File: src/rtl/sat_counter.sv
// Saturating up-counter with synchronous clear; holds at all-ones instead of
// wrapping so a long run can never alias back to a small count.
module sat_counter #(
    parameter int CNT_W = 16
) (
    input  logic             clk,
    input  logic             rst_n,
    input  logic             clr,
    input  logic             inc,
    output logic [CNT_W-1:0] cnt
);

    always_ff @(posedge clk or negedge rst_n) begin
        if (!rst_n) begin
            cnt <= '0;
        end else if (clr) begin
            cnt <= '0;
        end else if (inc && (cnt != '1)) begin
            cnt <= cnt + 1'b1;
        end
    end

endmodule

File: config.mk
export PLATFORM = sky130hd
export DESIGN_NAME = sat_counter
export DESIGN_NICKNAME = d
export VERILOG_FILES = /design/src/rtl/sat_counter.sv
export SDC_FILE = /design/constraint.sdc
export NUM_CORES = 1
export LEC_CHECK = 0
export ABC_AREA = 0
export BUFFER_PORTS_ARGS = -buffer_cell sky130_fd_sc_hd__buf_2
export CAP_MARGIN = 5
export CORE_UTILIZATION = 45
export CTS_CLUSTER_DIAMETER = 100
export DETAILED_ROUTE_END_ITERATION = 6
export PLACE_DENSITY_LB_ADDON = 0.2
export SYNTH_ARGS = -nofsm -noshare
export SYNTH_HDL_FRONTEND = slang
export SYNTH_SLANG_ARGS = --single-unit
File: constraint.sdc
create_clock -name clk -period 3.7 [get_ports clk]
set_clock_uncertainty 0.05 [all_clocks]
set_input_delay 0.185 -clock clk [delete_from_list [all_inputs] [get_ports clk]]
set_output_delay 0.185 -clock clk [all_outputs]
set_load 0.02 [all_outputs]
# ---- Word level (Yosys, flattened, before mapping)
# Index checks and enable logic that the tools add are counted.
dict set report totals {
  reg_bits 16
  output_inout_bits 16
  wordCells 7
}
dict set report classes {
  n_eq_ne 1
  n_reduce_logical 2
  n_addsub 1
  mux 2
}
# operator n
set op_table {}
lappend op_table {{2-to-1 mux 16 bit} 2}
lappend op_table {{adder 16 x 1 -> 16 bit (second input constant)} 1}
lappend op_table {{!= test 16 bit (second input constant)} 1}
lappend op_table {{nonzero test 2 bit} 1}
lappend op_table {{logical AND 1 bit} 1}

# ---- Depth between registers and ports, before layout
dict set report logic_depth {
  word_depth 4
  depth_mapped 6
  depth_no_buf 5
}

# ---- Worst setup path before layout
# Ideal clock, no wire load.
dict set report synth_path {
  path_type {reg-to-reg}
  from {register cnt[0]}
  to {register cnt[15]}
  path_slack_ns 1.767
  path_stages_with_launch 6
  period_less_slack_ns 1.933
  t_required_ns 3.522
  setup_ns 0.128
  arrival_time_ns 1.756
  n_path_buf 0
  path_cell_list {dfrtp_1 > ha_1 > nand4_2 > nor4_4 > nor4_1 > mux2_1}
}
dict set report synth_via {
  elab_chain_cells 3
  word_cells_on_any_way 6
  cone_classes {add/sub (1); eq/ne (1); mux (2); reduce/logical (2)}
}
# item line_no
set synth_lines {}
lappend synth_lines {{start: declaration} 10} ;# output logic [CNT_W-1:0] cnt
lappend synth_lines {{start signal: assignment} 19} ;# cnt <= cnt + 1'b1;
lappend synth_lines {{adder 16 x 1 -> 16 bit or != test 16 bit (tied branches)} {19, 18}}
lappend synth_lines {{2-to-1 mux 16 bit or logical AND 1 bit (tied branches)} 18} ;# end else if (inc && (cnt != '1)) begin
lappend synth_lines {{2-to-1 mux 16 bit or nonzero test 2 bit (tied branches)} n/a}
# Parallel ways exist; a longest one is shown, timed or not. The select of a mux whose other input is x is not followed.
# A chain may end at the register's enable or synchronous reset.

# ---- Worst setup path after layout
dict set report layout_path {
  from {register cnt[1]}
  to {register cnt[15]}
}
# The elaborated chain is that of the path after synthesis.

==> impl_metrics.json <==
{
  "numPortBuffers": 19,
  "crit_type": "flop to flop",
  "final_common_cell": "buf_2",
  "route.detailed.drc": 0,
  "irDropWorstVdd_uv": 156,
  "crit_required_ns": 3.83,
  "worstMarginPinSlew_ns": 0.863,
  "synth_warnings": 0,
  "die_h_um": 47.8,
  "wl_met2_um": 936,
  "hold_violations": 0,
  "cts_root_buffer": "clkbuf_4",
  "n_fill_cell": 205,
  "num_vias": 840,
  "setup_tns_ns": 0,
  "syn-cell-area_um2": 942,
  "path_clk_slew_ns": 0.09,
  "finalMaxSlewViolations": 0,
  "synth_xor_area_share_pct": 0,
  "synth_top_family_by_area": "simple AND/OR/NAND/NOR gates",
  "power.total_uw": 292,
  "worst-path-max-fanout": 19,
  "drive_gt1_share_pct": 26.7,
  "fp.coreArea_um2": 1960,
  "status": "finished, final reports clean",
  "clk_latency_ns": 0.28,
  "grt_pass1_wl_um": 3280,
  "rows": 16,
  "maxCapViolations": 0,
  "gr-usage-all-layers_pct": 20.5,
  "ios": 20,
  "muxShareOfSynthArea_pct": 4.78,
  "holdCritPathClass": "input pin to flop",
  "drt_iter0_drc": 18,
  "area_growth_pct": 14.3,
  "wl_per_cell_um": 14.3,
  "p_per_area_nw_per_um2": 271,
  "nNetsFinal": 123,
  "fin_crit_sh_pct": 61.9,
  "overflow": 0,
  "seq_area_frac_synth_pct": 42.5,
  "cts_inserted_buffers": 3,
  "met3_length_um": 74,
  "first_pass_iters": 4,
  "synthAdderAreaFrac_pct": 1.33,
  "synth_area_per_cell_um2": 9.61,
  "wl_met1_um": 1020,
  "synth-compound-area-share_pct": 16.2,
  "final_cell_mix": "buf_2 (19), dfrtp_1 (16), a21oi_1 (11), o31ai_1 (7)",
  "slew_headroom_pct": 42.0,
  "ys_ff_latch": 16,
  "rsz0062_at_grt": "false",
  "die_w_um": 47.8,
  "antennaDiodeCount": 0,
  "synthSimpleGateAreaFrac_pct": 31.2,
  "htreeDepth": 1,
  "setup_violations": 0,
  "syn_inst": 98,
  "p_leak_uw": 0.000490,
  "first_global_vias": 700,
  "initial_core_util_pct": 48.0,
  "dp_hpwl_um": 1400,
  "top_layer": "met4",
  "synthDistinctLibCells": 28,
  "grt_max_degree": 23,
  "largest_register_ffs": 16,
  "syn_nets": 103,
  "cp_data_arrival_time_ns": 2.42,
  "antenna_found_initial": 0,
  "largest_register": "cnt",
  "drtAntennaViolNets": 0,
  "cts_num_sinks": 16,
  "min_period_ns": 2.29,
  "globalplace.congestion": 0.796,
  "routed_via_density": 5.87,
  "cts_tree": "done",
  "biggestRegsByFlops": "cnt x16",
  "dieArea_um2": 2280,
  "max-clock-path-buffers": 2,
  "crit_path_end_kind": "flop",
  "start_kind": "flop",
  "max_freq_mhz": 436,
  "drt_wl_total_um": 2040
}
[stage by stage]
stage | utilization, % | std cells | area, um^2 | hold WS (ns) | setup slack (ns)
after floorplan | - | 98 | 942 | -0.161 | 1.77
after global placement | 53.3 | 139 | 1040 | 0.0764 | 1.53
after detailed placement | 53.3 | 139 | 1040 | 0.0766 | 1.41
after CTS | 54.9 | 143 | 1080 | 0.144 | 1.40
after global routing | 54.9 | 143 | 1080 | 0.165 | 1.24
final | 54.9 | 143 | 1080 | 0.137 | 1.41
[power breakdown]
part / switching [uW] / internal, uW / leakage, uW
Sequential: 2.36 / 176 / 0.000222
Combinational: 15.3 / 5.72 / 0.000254
Clock: 54.8 / 37.8 / 0.0000138
Total: 72.4 / 220 / 0.000490
[routing by layer]
layer / up-vias / global-route usage (%)
met5: - / 0
met4: 0 / 5.00
met3: 2 / 4.53
met2: 18 / 31.4
met1: 400 / 29.4
li1: 420 / -
[layout make-up]
type	instances	area, um^2	area share, %
inverters	3	11.3	1.05
well taps	27	33.8	3.14
clock buffers	3	22.5	2.09
flip-flops and latches	16	400	37.2
repair buffers	20	105	9.76
multi-input cells	74	504	46.8
[logic make-up after synthesis]
group	after synthesis
AO/OA/AOI/OAI	24
adder cells (fa/ha/maj)	1
buffers and inverters	8
flip-flops	16
multiplexers	4
AND/OR/NAND/NOR	45
[critical path, stage by stage (launching register included)]
cell and delay [ns]:
dfrtp_1 0.43, ha_1 0.25, nand4_2 0.14, nor4_4 0.81, nor4_1 0.17, mux2_1 0.34
[synth_stat cells, drive strengths merged]
master,number,area (um^2)
a211oi,1,12.5
a21oi,11,55.1
and3,2,12.5
and4,2,20.0
buf,1,11.3
clkbuf,4,15.0
dfrtp,16,400
ha,1,12.5
inv,3,11.3
mux2,4,45.0
nand2,6,22.5
nand3,3,15.0
nand3b,1,7.51
nand4,7,50.1
nor2,4,15.0
nor2b,4,25.0
nor3,1,5.00
nor4,5,46.3
o211ai,1,12.5
o21ai,4,20.0
o31ai,7,52.6
or3,3,20.0
or4,7,55.1
[worst paths after layout]
path	from	endpoint	slack, ns	depth (start not counted)
max reg2reg	cnt[1]	cnt[15]	1.41	5
max in group asynchronous	rst_n	cnt[2]	3.04	2
min	inc	cnt[1]	0.14	3
min in group asynchronous	rst_n	cnt[6]	0.29	2
max	cnt[1]	cnt[15]	1.41	5
min reg2reg	cnt[14]	cnt[14]	0.54	2
[repair_timing]
| action | 4_1_cts | 5_1_grt |
|---|---|---|
| gates resized for setup | 0 | 0 |
| setup buffers | 0 | 0 |
| hold endpoints to repair | 16 | 0 |
| hold buffers | 1 | 0 |
Power figures use the tool's default switching activity.
